<file path="config.mk">
export PLATFORM = sky130hd
export DESIGN_NAME = monitor_rango
export DESIGN_NICKNAME = d
export VERILOG_FILES = /design/src/rtl/monitor_rango.sv
export SDC_FILE = /design/constraint.sdc
export NUM_CORES = 1
export LEC_CHECK = 0
export BUFFER_PORTS_ARGS = -buffer_cell sky130_fd_sc_hd__buf_2
export CAP_MARGIN = 20
export CORE_MARGIN = 8
export CORE_UTILIZATION = 34
export DETAILED_ROUTE_END_ITERATION = 12
export HOLD_SLACK_MARGIN = 0.03
export SYNTH_ARGS = -nofsm -noshare
export SYNTH_HDL_FRONTEND = slang
export SYNTH_SLANG_ARGS = --single-unit
export TNS_END_PERCENT = 5
</file>
<file path="constraint.sdc">
create_clock -name clk -period 2.58 [get_ports clk]
set_input_delay 0 -clock clk [delete_from_list [all_inputs] [get_ports clk]]
set_output_delay 0 -clock clk [all_outputs]
set_load 0.02 [all_outputs]
</file>
<file path="src/rtl/monitor_rango.sv">
// Signed range monitor with inside/outside debounce (NORMAL <-> ALERTA after UMBRAL consecutive samples).
// Define MONITOR_RANGO_CONTADORES_EN to build the saturating inside/outside sample counters.
module monitor_rango #(
    parameter int ANCHO  = 5,
    parameter int UMBRAL = 3
) (
    input  logic                    clk,
    input  logic                    reset,
    input  logic                    cargarLimites,
    input  logic signed [ANCHO-1:0] limiteInferior,
    input  logic signed [ANCHO-1:0] limiteSuperior,
    input  logic                    inclusivo,
    input  logic                    numeroValido,
    input  logic signed [ANCHO-1:0] numero,
    output logic                    listo,
    output logic                    resultadoValido,
    output logic                    seEncuentraDentro,
    output logic                    alarma,
    output logic                    limitesInvalidos,
    output logic [15:0]             cuentaDentro,
    output logic [15:0]             cuentaFuera
);

    typedef enum logic [1:0] {
        ESPERA = 2'd0,
        NORMAL = 2'd1,
        ALERTA = 2'd2
    } Estado;

    localparam logic [3:0] umbralC = 4'(UMBRAL);

    Estado                    estado;
    logic signed [ANCHO-1:0]  limInf;
    logic signed [ANCHO-1:0]  limSup;
    logic                     inclusivoReg;
    logic [3:0]               cuentaRacha;

    logic limitesOk;
    logic cargaValida;
    logic aceptado;
    logic dentro;
    logic avanzaRacha;
    logic finRacha;

    assign limitesOk   = (limiteInferior <= limiteSuperior);
    assign cargaValida = cargarLimites && limitesOk;

    // A load always steals the cycle, so a sample offered alongside it is never accepted.
    assign listo    = (estado != ESPERA) && !cargarLimites;
    assign aceptado = numeroValido && listo;

    assign dentro = inclusivoReg ? ((numero >= limInf) && (numero <= limSup))
                                 : ((numero >  limInf) && (numero <  limSup));

    // The run counter only advances on samples that argue for leaving the current state.
    assign avanzaRacha = ((estado == NORMAL) && !dentro) || ((estado == ALERTA) && dentro);
    assign finRacha    = (cuentaRacha + 4'd1) == umbralC;

    always_ff @(posedge clk) begin
        if (reset) begin
            estado            <= ESPERA;
            limInf            <= '0;
            limSup            <= '0;
            inclusivoReg      <= 1'b1;
            cuentaRacha       <= '0;
            seEncuentraDentro <= 1'b0;
            resultadoValido   <= 1'b0;
            alarma            <= 1'b0;
            limitesInvalidos  <= 1'b0;
        end else begin
            resultadoValido <= 1'b0;
            if (cargarLimites) begin
                cuentaRacha <= '0;
                alarma      <= 1'b0;
                if (limitesOk) begin
                    limInf           <= limiteInferior;
                    limSup           <= limiteSuperior;
                    inclusivoReg     <= inclusivo;
                    limitesInvalidos <= 1'b0;
                    estado           <= NORMAL;
                end else begin
                    limitesInvalidos <= 1'b1;
                    estado           <= ESPERA;
                end
            end else if (aceptado) begin
                resultadoValido   <= 1'b1;
                seEncuentraDentro <= dentro;
                if (!avanzaRacha) begin
                    cuentaRacha <= '0;
                end else if (finRacha) begin
                    cuentaRacha <= '0;
                    if (estado == NORMAL) begin
                        estado <= ALERTA;
                        alarma <= 1'b1;
                    end else begin
                        estado <= NORMAL;
                        alarma <= 1'b0;
                    end
                end else begin
                    cuentaRacha <= cuentaRacha + 4'd1;
                end
            end
        end
    end

`ifdef MONITOR_RANGO_CONTADORES_EN
    // Counters saturate instead of wrapping so a long run never looks like a fresh start.
    always_ff @(posedge clk) begin
        if (reset || cargaValida) begin
            cuentaDentro <= '0;
            cuentaFuera  <= '0;
        end else if (aceptado) begin
            if (dentro && (cuentaDentro != 16'hFFFF)) begin
                cuentaDentro <= cuentaDentro + 16'd1;
            end
            if (!dentro && (cuentaFuera != 16'hFFFF)) begin
                cuentaFuera <= cuentaFuera + 16'd1;
            end
        end
    end
`else
    logic unusedCarga;
    assign unusedCarga  = cargaValida;
    assign cuentaDentro = 16'd0;
    assign cuentaFuera  = 16'd0;
`endif

endmodule

</file>
### Word-level counts from Yosys, hierarchy flattened

Cells that the tools add are included.

| operators by class | value |
|---|---|
| $add $sub $neg | 1 |
| magnitude comparators | 5 |
| equal/unequal tests | 3 |
| muxes and demuxes | 12 |
| bitwise logic cells | 1 |
| reductions and logical operators | 18 |

Operators by type and width:

| operator | number |
|---|---|
| $le 5x5->1 | 2 |
| $mux 2 | 5 |
| $mux 4 | 2 |
| $reduce_bool 2->1 | 4 |
| $logic_and 1x1->1 | 6 |
| $reduce_and 3->1 | 2 |
| $ge 5x5->1 | 1 |
| $gt 5x5->1 | 1 |
| $lt 5x5->1 | 1 |
| $mux 1 | 5 |
| $add 4x1->4 const B | 1 |
| $eq 4x2->1 const B | 1 |
| $reduce_and 2->1 | 2 |
| $eq 2x1->1 const B | 1 |
| $eq 2x2->1 const B | 1 |
| $logic_not 1->1 | 2 |
| $reduce_or 2->1 | 1 |
| $logic_or 1x1->1 | 1 |
| $not 1->1 | 1 |

| word-level totals | value |
|---|---|
| flip-flop bits (word level) | 21 |
| input port bits | 20 |
| output and inout bits | 37 |
| logic and storage cells | 49 |

### Longest topological paths before layout

| logic depth | value |
|---|---|
| depth after elaboration | 9 |
| mapped depth | 9 |
| gate-level depth less buffers | 8 |

### Worst setup path after synthesis

OpenSTA, ideal clock, no wires.

| timing path | value |
|---|---|
| kind | register to register |
| start | reg limInf[3] |
| end | reg cuentaRacha[3] |
| library setup time | 117 ps |
| arrival | 1700 ps |
| data required time | 2463 ps |
| slack | 762 ps |
| stages on the path, launching flop included | 9 |
| path buffers | 0 |
| clock period less this slack | 1818 ps |
| path through | dfxtp_1 -> inv_1 -> ha_1 -> nand4_1 -> or3b_1 -> nand3b_1 -> a31oi_4 -> mux2i_1 -> a32o_1 |

| on the way | value |
|---|---|
| cells in the longest elaborated chain, start to end | 7 |
| elaborated cells between the ends (all ways) | 10 |
| those cells by class | order compare (2); mux (2); reduce/logical (6) |

Ends and longest elaborated chain:

| item | RTL line | source |
|---|---|---|
| from (decl) | 33 | `logic signed [ANCHO-1:0] limInf;` |
| from (signal assigned) | 76 | `limInf <= limiteInferior;` |
| $gt 5x5->1 or $ge 5x5->1 (tied branches) | 53, 52 |  |
| $logic_and 1x1->1, on equally long branches | 53, 52 |  |
| $mux 1 (*) | 52 | `assign dentro = inclusivoReg ? ((numero >= limInf) && (numero <= limSup))` |
| $logic_not 1->1 | 56 | `assign avanzaRacha = ((estado == NORMAL) && !dentro) \|\| ((estado == ALERTA) && dentro);` |
| $logic_and 1x1->1 | 56 |  |
| $logic_or 1x1->1 (*) | 56 |  |
| $mux 4 (*) | 88 | `if (!avanzaRacha) begin` |
| to (signal assigned) | 100 | `cuentaRacha <= cuentaRacha + 4'd1;` |
| to (decl) | 36 | `logic [3:0] cuentaRacha;` |

Every way passes the cells marked *; elsewhere a longest branch is shown, timed or not.
A chain may end at the register's enable or synchronous reset.

### Worst setup path in the final report

| timing path | value |
|---|---|
| start | in limiteInferior[1] |
| end | reg inclusivoReg |

| on the way | value |
|---|---|
| cells in the longest elaborated chain, start to end | 2 |

Ends and longest elaborated chain:

| item | RTL line | source |
|---|---|---|
| from (decl) | 10 | `input logic signed [ANCHO-1:0] limiteInferior,` |
| $le 5x5->1 | 45 | `assign limitesOk = (limiteInferior <= limiteSuperior);` |
| $reduce_and 2->1 (no line) | - |  |
| to (signal assigned) | 78 | `inclusivoReg <= inclusivo;` |
| to (decl) | 35 | `logic inclusivoReg;` |

No other way between the ends.

==> impl_metrics.yaml <==
final_layout:
  post-route-util: 0.3857
  final_nets: 260
  syn_to_final_growth_pct: 12.01
  antenna_cells: 0
  design_area_um2: 1785
  layout_common_cells: "32 x conb_1, 24 x buf_2, 23 x nor2_1, 21 x dfxtp_1"
  layout_commonest_cell: "conb_1"
  drive_above_1_share: 0.1396
setup_path:
  crit_top_cell: "nor2b_1"
  path_max_fanout: 14
  critPathArrivalTime_ps: 2330
  path_cells: "dlygate4sd3_1, buf_2, ha_1, nor2b_1, nor3_1, o21ai_1, a31oi_4, nor2b_1, a211o_1"
  cp_top_family: "compound AO/OA/AOI/OAI gates"
  critPathLaunchType: "input pin"
  required_ps: 2740
  slowest_stage: "a31oi_4"
  crit_buf_inv: 2
  end_kind: "flip-flop"
  slowest_delay_ps: 590
  crit_type: "in2reg"
drt:
  final_antenna_net_count: 0
  first_pass_iters: 4
  vias: 1239
  wl_per_cell_um: 11.64
  via_per_inst: 4.489
  drt_iter0_markers: 97
  drcViolationCount: 0
  wl_mm: 3.212
cts:
  tritoncts: "yes"
  cts-hold-fix-buffers: 10
  cts_root_buffer: "clkbuf_8"
  htree_num_levels: 1
  postCtsSetupBuffers: 0
  clkTransAtPathRegs_ps: 80
  cts_buffer_depth: 2
  cts_buffers: 3
  cts.sinks: 21
  clock_latency_ps: 260
  cts_resized: 0
timing:
  setup_ws_ps: 406.6
  slew_headroom: 0.5637
  tns_ps: 0
  setup_violations: 0
  holdWs_ps: 23.26
  finalClockSkew_ps: 6.689
  finalCritPeriodShare: 0.8424
  hold_viol: 0
  drv_slew: 0
  tightest_slew_ps: 654.5
  fin_crit_ps: 2173
  rsz0062_at_grt: "no"
  fmax_mhz: 460.1
placement:
  dpl_cell_area_um2: 1639
  dp_hpwl_mm: 2.633
  finalWeightedCongestion: 0.7764
  dp_slack_ps: 616.4
  port_buffers: 24
global_routing:
  grt_use_total: 0.09348
  grt_max_degree: 17
  grt_overflow: 0
  antenna_found_initial: 0
  grt_pass1_vias: 1228
  grt_pass1_wl_mm: 5.602
floorplanning:
  dieArea_um2: 7135
  start_util: 0.3443
  die_w_um: 84.47
  coreArea_um2: 4629
  io_pins: 57
  fp-row-count: 25
  die_h_um: 84.47
synthesis:
  netlist.area_leader.share: 0.2637
  postSynthCellCount: 188
  ys_seq_area_frac: 0.2637
  yosysUniqueCellTypes: 39
  netlist_top_cells_area: "dfxtp_1 26%, buf_4 15%, ha_1 13%"
  avgSynthCellArea_um2: 8.479
  synth_seq_cells: 21
  synth_largest_area_cell: "dfxtp_1"
  yosysWarnings: 0
  syn_area_um2: 1594
worst_hold_path:
  hp-class: "in2reg"
power_and_ir_drop:
  p_leak_nw: 0.8173
  ir_drop_mv: 0.2734
  power.density_nw_per_um2: 437.8
status:
  outcome: "completed"
job:
  cap_violations: 0
Yosys cell counts (all sizes together):
cell type	instances
a211o	1
and3b	1
mux2i	13
nor3	4
buf	33
o211a	1
or3	1
xor2	1
dfxtp	21
o221ai	1
o31ai	2
a21boi	2
o22ai	1
o211ai	1
nand3b	2
and3	1
a32o	2
nand3	4
a31oi	2
or3b	1
nor2	23
o21ai	9
clkbuf	2
and2	1
nand2	5
nand2b	1
nand4	6
o21bai	1
inv	17
a21oi	2
a211oi	1
nor2b	5
o21a	2
ha	17
conb	1
routing by layer:
layer	track usage	wire length [um]	up-vias
met1	0.1073	1455	549
li1	-	-	651
met3	0.04000	285	2
met5	0	0	-
met4	0.01456	17	0
met2	0.1590	1453	37
kinds of logic (layout without fill, tap and decap cells):
group | Yosys count | count (layout) | synth area share
xor+xnor | 1 | 1 | 0.005496
simple gates | 55 | 55 | 0.1703
compound gates | 28 | 28 | 0.1405
buf+inv | 52 | 55 | 0.2025
other cells | 1 | 32 | 0.002353
fa+ha+maj | 17 | 17 | 0.1334
mux | 13 | 13 | 0.08163
flops | 21 | 21 | 0.2637
worst register-to-register path, cell delays in order (launching register included):
cell and delay [ps]:
dfxtp_1 340, inv_1 40, ha_1 290, nand4_1 90, or3b_1 410, nand3b_1 150
a31oi_4 150, mux2i_1 150, a32o_1 220
sequential cells by signal, indices dropped and copies added (netlist names):
name               flops
limInf                 5
limSup                 5
cuentaRacha            4
estado                 2
alarma                 1
inclusivoReg           1
limitesInvalidos       1
resultadoValido        1
seEncuentraDentro      1
metrics by stage:
step                      total power, mW  cells
final                              0.7816    276
after global placement             0.5580    262
after global routing               0.8394    276
after CTS                          0.7902    276
after detailed placement           0.5604    262
after floorplan                    0.5531    219
path summary, 6_finish.rpt:
check	from	end	slack (ps)	cells after the start
worst max-delay path	limiteInferior[1]	inclusivoReg	410	9
worst min-delay path	limiteInferior[3]	limInf[3]	20	3
worst max register to register	limInf[4]	cuentaRacha[3]	630	8
worst min register to register	seEncuentraDentro	seEncuentraDentro	470	2
where the power goes:
part           switching (mW)  internal (mW)  total [mW]  leakage, nW
sequential            0.00978          0.340       0.350        0.171
combinational           0.132         0.0834       0.215        0.621
clock                   0.109          0.108       0.217       0.0255
final cells by class:
type | instances | area (um2)
clock inverter | 1 | 5.005
fill | 485 | 2844
tap | 54 | 67.56
multi-input combinational | 146 | 967.2
clock buffer | 3 | 41.29
sequential | 21 | 420.4
inverter | 17 | 63.81
timing repair buffer | 34 | 220.2
No activity file was read; power rests on OpenSTA's default activity.
